$ cat src/rtl/core_pkg.sv
// Shared definitions for the memory/write-back stage: control-word layout,
// access sizes and the store lane-steering helper.
package core_pkg;

    localparam int CONTROL_BIT = 7;
    localparam int MEM_READ    = 0;
    localparam int MEM_WRITE   = 1;
    localparam int REG_WRITE   = 2;
    localparam int WB_SEL      = 3;   // 1 selects PC+4 (JAL/JALR)
    localparam int FUNCT3_LSB  = 4;
    localparam int FUNCT3_MSB  = 6;

    localparam logic [2:0] F3_LB  = 3'b000;
    localparam logic [2:0] F3_LH  = 3'b001;
    localparam logic [2:0] F3_LW  = 3'b010;
    localparam logic [2:0] F3_LBU = 3'b100;
    localparam logic [2:0] F3_LHU = 3'b101;
    localparam logic [2:0] F3_SB  = 3'b000;
    localparam logic [2:0] F3_SH  = 3'b001;
    localparam logic [2:0] F3_SW  = 3'b010;

    typedef enum logic [1:0] {IDLE, REQ, RESP} mem_state_e;
    typedef enum logic [1:0] {BYTE, HALF, WORD} mem_size_e;

    typedef struct packed {
        logic [3:0]  be;
        logic [31:0] wdata;
    } store_lane_t;

    function automatic mem_size_e f3_size(input logic [2:0] f3);
        case (f3)
            F3_LB, F3_LBU: return BYTE;
            F3_LH, F3_LHU: return HALF;
            default:       return WORD;
        endcase
    endfunction

    function automatic logic misaligned(input logic [1:0] addr, input mem_size_e size);
        case (size)
            BYTE:    return 1'b0;
            HALF:    return addr[0];
            default: return addr != 2'b00;
        endcase
    endfunction

    // Mirror of load_align: steer store data into its byte lanes.
    function automatic store_lane_t store_align(input logic [31:0] data, input logic [1:0] addr,
                                                input mem_size_e size);
        store_lane_t s;
        case (size)
            BYTE: begin
                s.be    = 4'b0001 << addr;
                s.wdata = {4{data[7:0]}};
            end
            HALF: begin
                s.be    = 4'b0011 << addr;
                s.wdata = {2{data[15:0]}};
            end
            default: begin
                s.be    = 4'hF;
                s.wdata = data;
            end
        endcase
        return s;
    endfunction

endpackage

$ cat src/rtl/load_align.sv
// Extracts the addressed byte/half/word from a bus read word and
// sign- or zero-extends it to 32 bits.
module load_align
    import core_pkg::*;
(
    input  logic [31:0] rdata_i,
    input  logic [1:0]  addr_i,
    input  mem_size_e   size_i,
    input  logic        unsigned_i,
    output logic [31:0] data_o
);

    logic [31:0] sh;
    assign sh = rdata_i >> {addr_i, 3'b000};

    always_comb begin
        data_o = rdata_i;
        case (size_i)
            BYTE:    data_o = {{24{~unsigned_i & sh[7]}}, sh[7:0]};
            HALF:    data_o = {{16{~unsigned_i & sh[15]}}, sh[15:0]};
            default: data_o = rdata_i;
        endcase
    end

endmodule

$ cat src/rtl/mem_wb_stage.sv
// Memory/write-back stage: executes loads/stores over a req/gnt/rvalid bus
// and drives the register-file write-back port.
module mem_wb_stage
    import core_pkg::*;
#(
    parameter int BUS_TIMEOUT = 255,
    parameter int XLEN        = 32
) (
    input  logic                   clk_i,
    input  logic                   rst_i,
    input  logic [CONTROL_BIT-1:0] mem_control_i,
    input  logic [XLEN-1:0]        mem_aluResult_i,
    input  logic [XLEN-1:0]        mem_data_i,
    input  logic [XLEN-1:0]        mem_rd_addr_i,
    input  logic [XLEN-1:0]        mem_pcplus_i,
    output logic                   mem_ready_o,
    output logic                   dmem_req_o,
    output logic                   dmem_we_o,
    output logic [XLEN-1:0]        dmem_addr_o,
    output logic [3:0]             dmem_be_o,
    output logic [XLEN-1:0]        dmem_wdata_o,
    input  logic                   dmem_gnt_i,
    input  logic                   dmem_rvalid_i,
    input  logic [XLEN-1:0]        dmem_rdata_i,
    output logic [4:0]             wb_rd_addr_o,
    output logic [XLEN-1:0]        wb_rd_o,
    output logic                   wb_rd_en_o,
    output logic                   misalign_o,
    output logic                   bus_err_o
);

    mem_state_e  state_q;
    logic [31:0] cnt_q;
    logic [31:0] addr_q, wdata_q, wb_rd_q;
    logic [3:0]  be_q;
    logic [4:0]  rd_q, wb_rd_addr_q;
    mem_size_e   size_q;
    logic        uns_q, we_q, regwr_q;
    logic        wb_rd_en_q, misalign_q, bus_err_q;

    logic [2:0]  f3;
    mem_size_e   in_size;
    logic        is_mem, timeout;
    store_lane_t st;
    logic [31:0] ld_data;
    logic        unused_hi;

    assign f3        = mem_control_i[FUNCT3_MSB:FUNCT3_LSB];
    assign in_size   = f3_size(f3);
    assign is_mem    = mem_control_i[MEM_READ] | mem_control_i[MEM_WRITE];
    assign st        = store_align(mem_data_i, mem_aluResult_i[1:0], in_size);
    assign timeout   = (BUS_TIMEOUT != 0) && (cnt_q == 32'(BUS_TIMEOUT - 1));
    assign unused_hi = ^mem_rd_addr_i[XLEN-1:5];

    load_align u_load_align (
        .rdata_i    (dmem_rdata_i),
        .addr_i     (addr_q[1:0]),
        .size_i     (size_q),
        .unsigned_i (uns_q),
        .data_o     (ld_data)
    );

    always_ff @(posedge clk_i or negedge rst_i) begin
        if (!rst_i) begin
            state_q      <= IDLE;
            cnt_q        <= '0;
            addr_q       <= '0;
            wdata_q      <= '0;
            be_q         <= '0;
            rd_q         <= '0;
            size_q       <= BYTE;
            uns_q        <= 1'b0;
            we_q         <= 1'b0;
            regwr_q      <= 1'b0;
            wb_rd_addr_q <= '0;
            wb_rd_q      <= '0;
            wb_rd_en_q   <= 1'b0;
            misalign_q   <= 1'b0;
            bus_err_q    <= 1'b0;
        end else begin
            wb_rd_en_q <= 1'b0;
            misalign_q <= 1'b0;
            bus_err_q  <= 1'b0;
            case (state_q)
                IDLE: begin
                    cnt_q <= '0;
                    if (is_mem) begin
                        if (misaligned(mem_aluResult_i[1:0], in_size)) begin
                            misalign_q <= 1'b1;
                        end else begin
                            addr_q  <= mem_aluResult_i;
                            wdata_q <= st.wdata;
                            be_q    <= mem_control_i[MEM_WRITE] ? st.be : 4'hF;
                            rd_q    <= mem_rd_addr_i[4:0];
                            size_q  <= in_size;
                            uns_q   <= f3[2];
                            we_q    <= mem_control_i[MEM_WRITE];
                            regwr_q <= mem_control_i[REG_WRITE];
                            state_q <= REQ;
                        end
                    end else if (mem_control_i[REG_WRITE]) begin
                        wb_rd_addr_q <= mem_rd_addr_i[4:0];
                        wb_rd_q      <= mem_control_i[WB_SEL] ? mem_pcplus_i : mem_aluResult_i;
                        wb_rd_en_q   <= mem_rd_addr_i[4:0] != 5'd0;
                    end
                end
                REQ: begin
                    if (dmem_gnt_i) begin
                        cnt_q   <= '0;
                        state_q <= we_q ? IDLE : RESP;
                    end else if (timeout) begin
                        cnt_q     <= '0;
                        bus_err_q <= 1'b1;
                        state_q   <= IDLE;
                    end else begin
                        cnt_q <= cnt_q + 32'd1;
                    end
                end
                RESP: begin
                    if (dmem_rvalid_i) begin
                        cnt_q        <= '0;
                        wb_rd_addr_q <= rd_q;
                        wb_rd_q      <= ld_data;
                        wb_rd_en_q   <= regwr_q && (rd_q != 5'd0);
                        state_q      <= IDLE;
                    end else if (timeout) begin
                        cnt_q     <= '0;
                        bus_err_q <= 1'b1;
                        state_q   <= IDLE;
                    end else begin
                        cnt_q <= cnt_q + 32'd1;
                    end
                end
                default: state_q <= IDLE;
            endcase
        end
    end

    assign mem_ready_o  = (state_q == IDLE);
    assign dmem_req_o   = (state_q == REQ);
    assign dmem_we_o    = we_q;
    assign dmem_addr_o  = {addr_q[31:2], 2'b00};
    assign dmem_be_o    = be_q;
    assign dmem_wdata_o = wdata_q;
    assign wb_rd_addr_o = wb_rd_addr_q;
    assign wb_rd_o      = wb_rd_q;
    assign wb_rd_en_o   = wb_rd_en_q;
    assign misalign_o   = misalign_q;
    assign bus_err_o    = bus_err_q;

endmodule
$ cat config.mk
export PLATFORM = sky130hd
export DESIGN_NAME = mem_wb_stage
export DESIGN_NICKNAME = d
export VERILOG_FILES = /design/src/rtl/core_pkg.sv /design/src/rtl/load_align.sv /design/src/rtl/mem_wb_stage.sv
export SDC_FILE = /design/constraint.sdc
export NUM_CORES = 1
export LEC_CHECK = 0
export CORE_MARGIN = 3
export CORE_UTILIZATION = 50
export DETAILED_ROUTE_END_ITERATION = 16
export HOLD_SLACK_MARGIN = 0.02
export PLACE_DENSITY = 0.87
export SLEW_MARGIN = 20
export SYNTH_ARGS = -nofsm -noshare
export SYNTH_HDL_FRONTEND = slang
export SYNTH_HIERARCHICAL = 1
export SYNTH_SLANG_ARGS = --single-unit
export TNS_END_PERCENT = 100
$ cat constraint.sdc
create_clock -name clk_i -period 4.3 [get_ports clk_i]
set_input_delay 0.86 -clock clk_i [delete_from_list [all_inputs] [get_ports clk_i]]
set_output_delay 0.86 -clock clk_i [all_outputs]
set_load 0.005 [all_outputs]
Word-level counts from Yosys, hierarchy flattened --
Index checks and enable logic that the tools add are counted. Widths: inputs -> output; s select.
Cells by class: add/subtract/negate cells 1, eq/ne operators 13, shift operators 3, muxes and demuxes 38, bitwise operators 5, reduce and logical (&&, ||, !) cells 15
Operator list (count):
- $mux 32 | 7
- $pmux 32 s2 | 2
- $pmux 32 s3 | 1
- $pmux 36 s2 | 1
- $add 32x1->32 const B | 1
- $eq 32x8->1 const B | 1
- $shr 32x5->16 | 1
- $mux 5 | 3
- $mux 2 | 6
- $mux 1 | 11
- $pmux 5 s2 | 1
- $reduce_bool 5->1 | 2
- $ne 2x2->1 const B | 4
- $eq 2x1->1 const B | 3
- $eq 3x3->1 const B | 2
- $logic_not 2->1 | 3
- $pmux 1 s2 | 3
- $pmux 2 s3 | 1
- $mux 4 | 1
- $pmux 2 s2 | 1
- $reduce_and 4->1 | 1
- $reduce_bool 2->1 | 2
- $reduce_or 2->1 | 2
- $shl 1x2->4 const A | 1
- 12 further kinds | 14
Word-level totals: bits in registers 152, input bits 171, output and inout bits 111, word-level logic and storage cells 90

Logic depth before layout (Yosys ltp) --
word-level depth 10, gate-level depth with buffers 10, gate-level depth less buffers 7

Modules after synthesis --
The synthesis kept the hierarchy.
By module, submodules not included:
- mem_wb_stage | instances 1, cells each 739, area an instance 7502.2 um^2, sequential area each 3803.6 um^2
- load_align | instances 1, cells each 113, area an instance 740.7 um^2, sequential area each 0.0 um^2

Worst setup path after synthesis --
OpenSTA, ideal clock, no wires.
path kind input port to flip-flop, start input dmem_rdata_i[31], end register wb_rd_q[28] (netlist: wb_rd_o[28]), setup time 0.136 ns, arrival time 2.175 ns, data required time 4.164 ns, slack 1.989 ns, stages on the path 6, buffers on the path 1, path through mux4_2 > a221oi_4 > buf_6 > o21ai_1 > a21oi_1 > o21ai_0
Between the ends: longest elaborated chain between the ends 5, elaborated cells between the ends (all ways) 6
Ends and longest elaborated chain:
- from (decl) | line mem_wb_stage.sv:24 | input logic [XLEN-1:0] dmem_rdata_i,
- $shr 32x5->16 (*) | line load_align.sv:14 | assign sh = rdata_i >> {addr_i, 3'b000};
- $and 1x1->1, on equally long branches | line load_align.sv:20, load_align.sv:19
- $pmux 32 s2 (*) | line load_align.sv:18 | case (size_i)
- net ld_data[28] | line mem_wb_stage.sv:45 | logic [31:0] ld_data;
- $mux 32 (*) | line mem_wb_stage.sv:120 | if (dmem_rvalid_i) begin
- $pmux 32 s2 (*) | line mem_wb_stage.sv:84 | case (state_q)
- to (signal assigned) | line mem_wb_stage.sv:103 | wb_rd_q <= mem_control_i[WB_SEL] ? mem_pcplus_i : mem_aluResult_i;
- to (signal assigned) | line mem_wb_stage.sv:123 | wb_rd_q <= ld_data;
- to (decl) | line mem_wb_stage.sv:34 | logic [31:0] addr_q, wdata_q, wb_rd_q;
The timed path passes the listed nets; every way through them passes the cells marked *. The select of a mux whose other input is x is not followed. A chain may end at the register's enable or synchronous reset.

Final worst setup path --
start register cnt_q[0], end register cnt_q[17]
Between the ends: longest elaborated chain between the ends 4, elaborated cells between the ends (all ways) 6
Ends and longest elaborated chain:
- from (decl) | line mem_wb_stage.sv:33 | logic [31:0] cnt_q;
- from (signal assigned) | line mem_wb_stage.sv:116 | cnt_q <= cnt_q + 32'd1;
- from (signal assigned) | line mem_wb_stage.sv:131 | cnt_q <= cnt_q + 32'd1;
- $add 32x1->32 / $eq 32x8->1 (equally long branches) | line mem_wb_stage.sv:116, mem_wb_stage.sv:131, mem_wb_stage.sv:52
- $mux 32 (*) | line mem_wb_stage.sv:111, mem_wb_stage.sv:126
- $mux 32, on equally long branches | line mem_wb_stage.sv:120, mem_wb_stage.sv:108
- $pmux 32 s3 (*) | line mem_wb_stage.sv:84
Mark *: on every way between the ends. The rest lies on a longest branch, timed or not.

==> results.yml <==
setup_path:
  cp.required_ns: 4.60
  reg2reg_from: "cnt_q[0]"
  worstPathArrival_ns: 3.23
  r2r_cells: 8
  crit_fanout: 15
  rrSetupSlack_ns: 1.37
  worstSetupStartpointType: "flip-flop"
  critical_path_class: "reg2reg"
  cp-end-kind: "flip-flop"
  rr_endpoint: "cnt_q[17]"
synth:
  netlist.area_leader.share_pct: 46.1
  ys_ff_latch: 152
  synth_ff_type: "dfrtp_1"
  yosys_warnings: 6
  synth_seq_area_share_pct: 46.1
  synth.distinct_cells: 56
  synth-edff-count: 0
  synth_mux_area_share_pct: 15.4
  synth_top_family_by_area: "multiplexers"
  synth_fa_ha_area_share_pct: 1.06
  netlist_instances: 852
  yosys.area.top_type: "dfrtp_1"
  async_flop_share_pct: 100
  synth_compound_gate_area_share_pct: 13.0
  synth_xor_xnor_area_share_pct: 2.76
  synth-simple-area-share_pct: 15.2
  synth.area.top_cells: "dfrtp_1 (46%), mux2i_1 (8.3%), mux2_2 (6.8%)"
  avgSynthCellArea_um2: 9.67
  syn_area_um2: 8240
min_path:
  hold_path_depth: 2
  hp-start: "dmem_wdata_o[12]"
  whs_endpoint: "dmem_wdata_o[12]"
  min_path_type: "reg2reg"
placed_design:
  port_buffers: 252
  post-place-ws_ns: 1.00
  dpl.hpwl_um: 17000
  gp_congestion: 0.870
  placed_cell_area_um2: 10700
floorplan:
  io_pins: 282
  start_util_pct: 51.5
  num_rows: 46
  die_h_um: 134
  die_w_um: 134
  fp.coreArea_um2: 16000
  fp.dieArea_um2: 18100
global_routing:
  grt_overflow: 0
  grt.total_usage_pct: 26.1
  grt_max_degree: 87
  grt_pass1_wl_um: 37600
  grt_pass1_vias: 7309
  antenna_found_initial: 0
finish:
  post-route-cell-area_um2: 11300
  final_cell_mix: "clkdlybuf4s50_1 (250), dfrtp_1 (152), nand2_1 (113)"
  area_growth_pct: 37.1
  layout.nets: 1228
  antenna_cells: 0
  final_common_cell: "clkdlybuf4s50_1"
  final_layout_size_suffix_gt1_share_pct: 9.60
clock_tree:
  cts.path.max_buffers: 2
  cts_hold_buf: 0
  cts_setup_buffers: 0
  cts_tree: "done"
  clk_pin_slew_ns: 0.06
  cts_resized: 0
  numCtsBuffers: 17
  htree_levels: 4
  cts-root-buf: "clkbuf_16"
  cts_sinks: 152
  clock_latency_ns: 0.41
sta:
  maxSlewHeadroom_pct: 29.3
  finalCritPeriodShare_pct: 68.2
  grt_setup_unrepaired: "false"
  tns_ns: 0
  clock_skew_ns: 0.00851
  clock.fmax_ghz: 0.341
  finalMaxSlewViolations: 0
  setup_violations: 0
  hold_viol_final: 0
  finalWorstSetupSlack_ns: 1.37
  worst_pin_slew_ns: 1.06
  fin_crit_ns: 2.93
drt:
  drc: 0
  routedWlPerCell_um: 18.4
  ant_nets: 0
  vias: 7123
  dr.pass1.iters: 4
  first_iter_violations: 423
  vias_per_cell: 5.57
  wl_um: 23500
power_and_ir_drop:
  peakVddDrop_mv: 0.368
  p_per_area_nw_per_um2: 618
  p_leak_nw: 4.82
job:
  drv_cap: 0
outcome:
  status: "completed"
-- where the power goes --
part | switching (mW) | internal, mW
clock network | 0.589 | 1.00
logic | 1.36 | 1.67
registers | 0.372 | 1.99
-- kinds of logic (layout without fill, tap and decap cells) --
group | count (synthesis) | after routing
AND/OR/NAND/NOR | 275 | 275
AO/OA/AOI/OAI | 177 | 177
flip-flops | 152 | 152
multiplexers | 119 | 119
buffers and inverters | 95 | 304
XOR/XNOR | 26 | 26
adder cells (fa/ha/maj) | 7 | 7
other | 1 | 2
-- worst max-delay path by stage --
stage | startpoint | cells after the start | to | slack (ns)
CTS | cnt_q[0] | 8 | cnt_q[16] | 1.36
global placement | dmem_rvalid_i | 7 | cnt_q[16] | 1.01
detailed placement | dmem_rvalid_i | 7 | cnt_q[16] | 1.00
finish | cnt_q[0] | 8 | cnt_q[17] | 1.37
global route | cnt_q[0] | 8 | cnt_q[24] | 1.21
floorplan | dmem_rdata_i[31] | 6 | wb_rd_o[28] | 1.99
-- metrics by stage --
step	utilization (%)	total power, mW	std cells	hold WS [ns]
after floorplan	-	4.04	853	0.463
after global routing	70.6	7.43	1278	0.501
after CTS	70.6	7.04	1278	0.482
final	70.6	6.99	1278	0.476
after global placement	66.7	5.30	1247	0.461
after detailed placement	66.7	5.42	1247	0.469
-- synth_stat cells, types with 8 or more instances --
cell      count
a21oi_1      44
buf_4        32
clkbuf_1     41
dfrtp_1     152
inv_1        11
mux2_2       50
mux2i_1      68
nand2_1     113
nand3_1      10
nand3b_1      8
nand4_1       8
nor2_1       84
nor3_1       11
o21ai_0      78
o21ai_1      10
o31ai_1       9
xnor2_1      15
xor2_1       11
-- per-layer routing --
layer  vias up  wire length (µm)  GRT usage [%]
met2       303             11300           43.1
met5         -                 0              0
li1       3347                 -              -
met4         0               724           10.0
met3        53              1910           6.41
met1      3420              9620           33.4
-- critical path, cell delays in order (launching register included) --
cell and delay [ns]:
dfrtp_1 0.46, inv_1 0.09, ha_1 0.17, or4b_1 0.46, or4_4 0.59, o21bai_4 0.20, and2b_1 0.48, buf_4 0.29
nor2_1 0.06
-- cell type report --
type                            instances  area, µm²
Timing Repair Buffer                  261       2620
Tap cell                              216        270
Fill cell                            1219       4700
Inverter                               12       45.0
Clock inverter                         11        173
Multi-Input combinational cell        606       3930
Clock buffer                           20        457
Sequential cell                       152       3800
-- sequential cells by signal, indices dropped and copies added, names as in the netlist --
register,count
addr_q,32
cnt_q,32
dmem_we_o,1
uns_q,1
bus_err_o,1
dmem_be_o,4
wb_rd_en_o,1
misalign_o,1
wb_rd_o,32
size_q,2
wb_rd_addr_o,5
state_q,2
rd_q,5
dmem_wdata_o,32
regwr_q,1
Power figures use the tool's default switching activity.
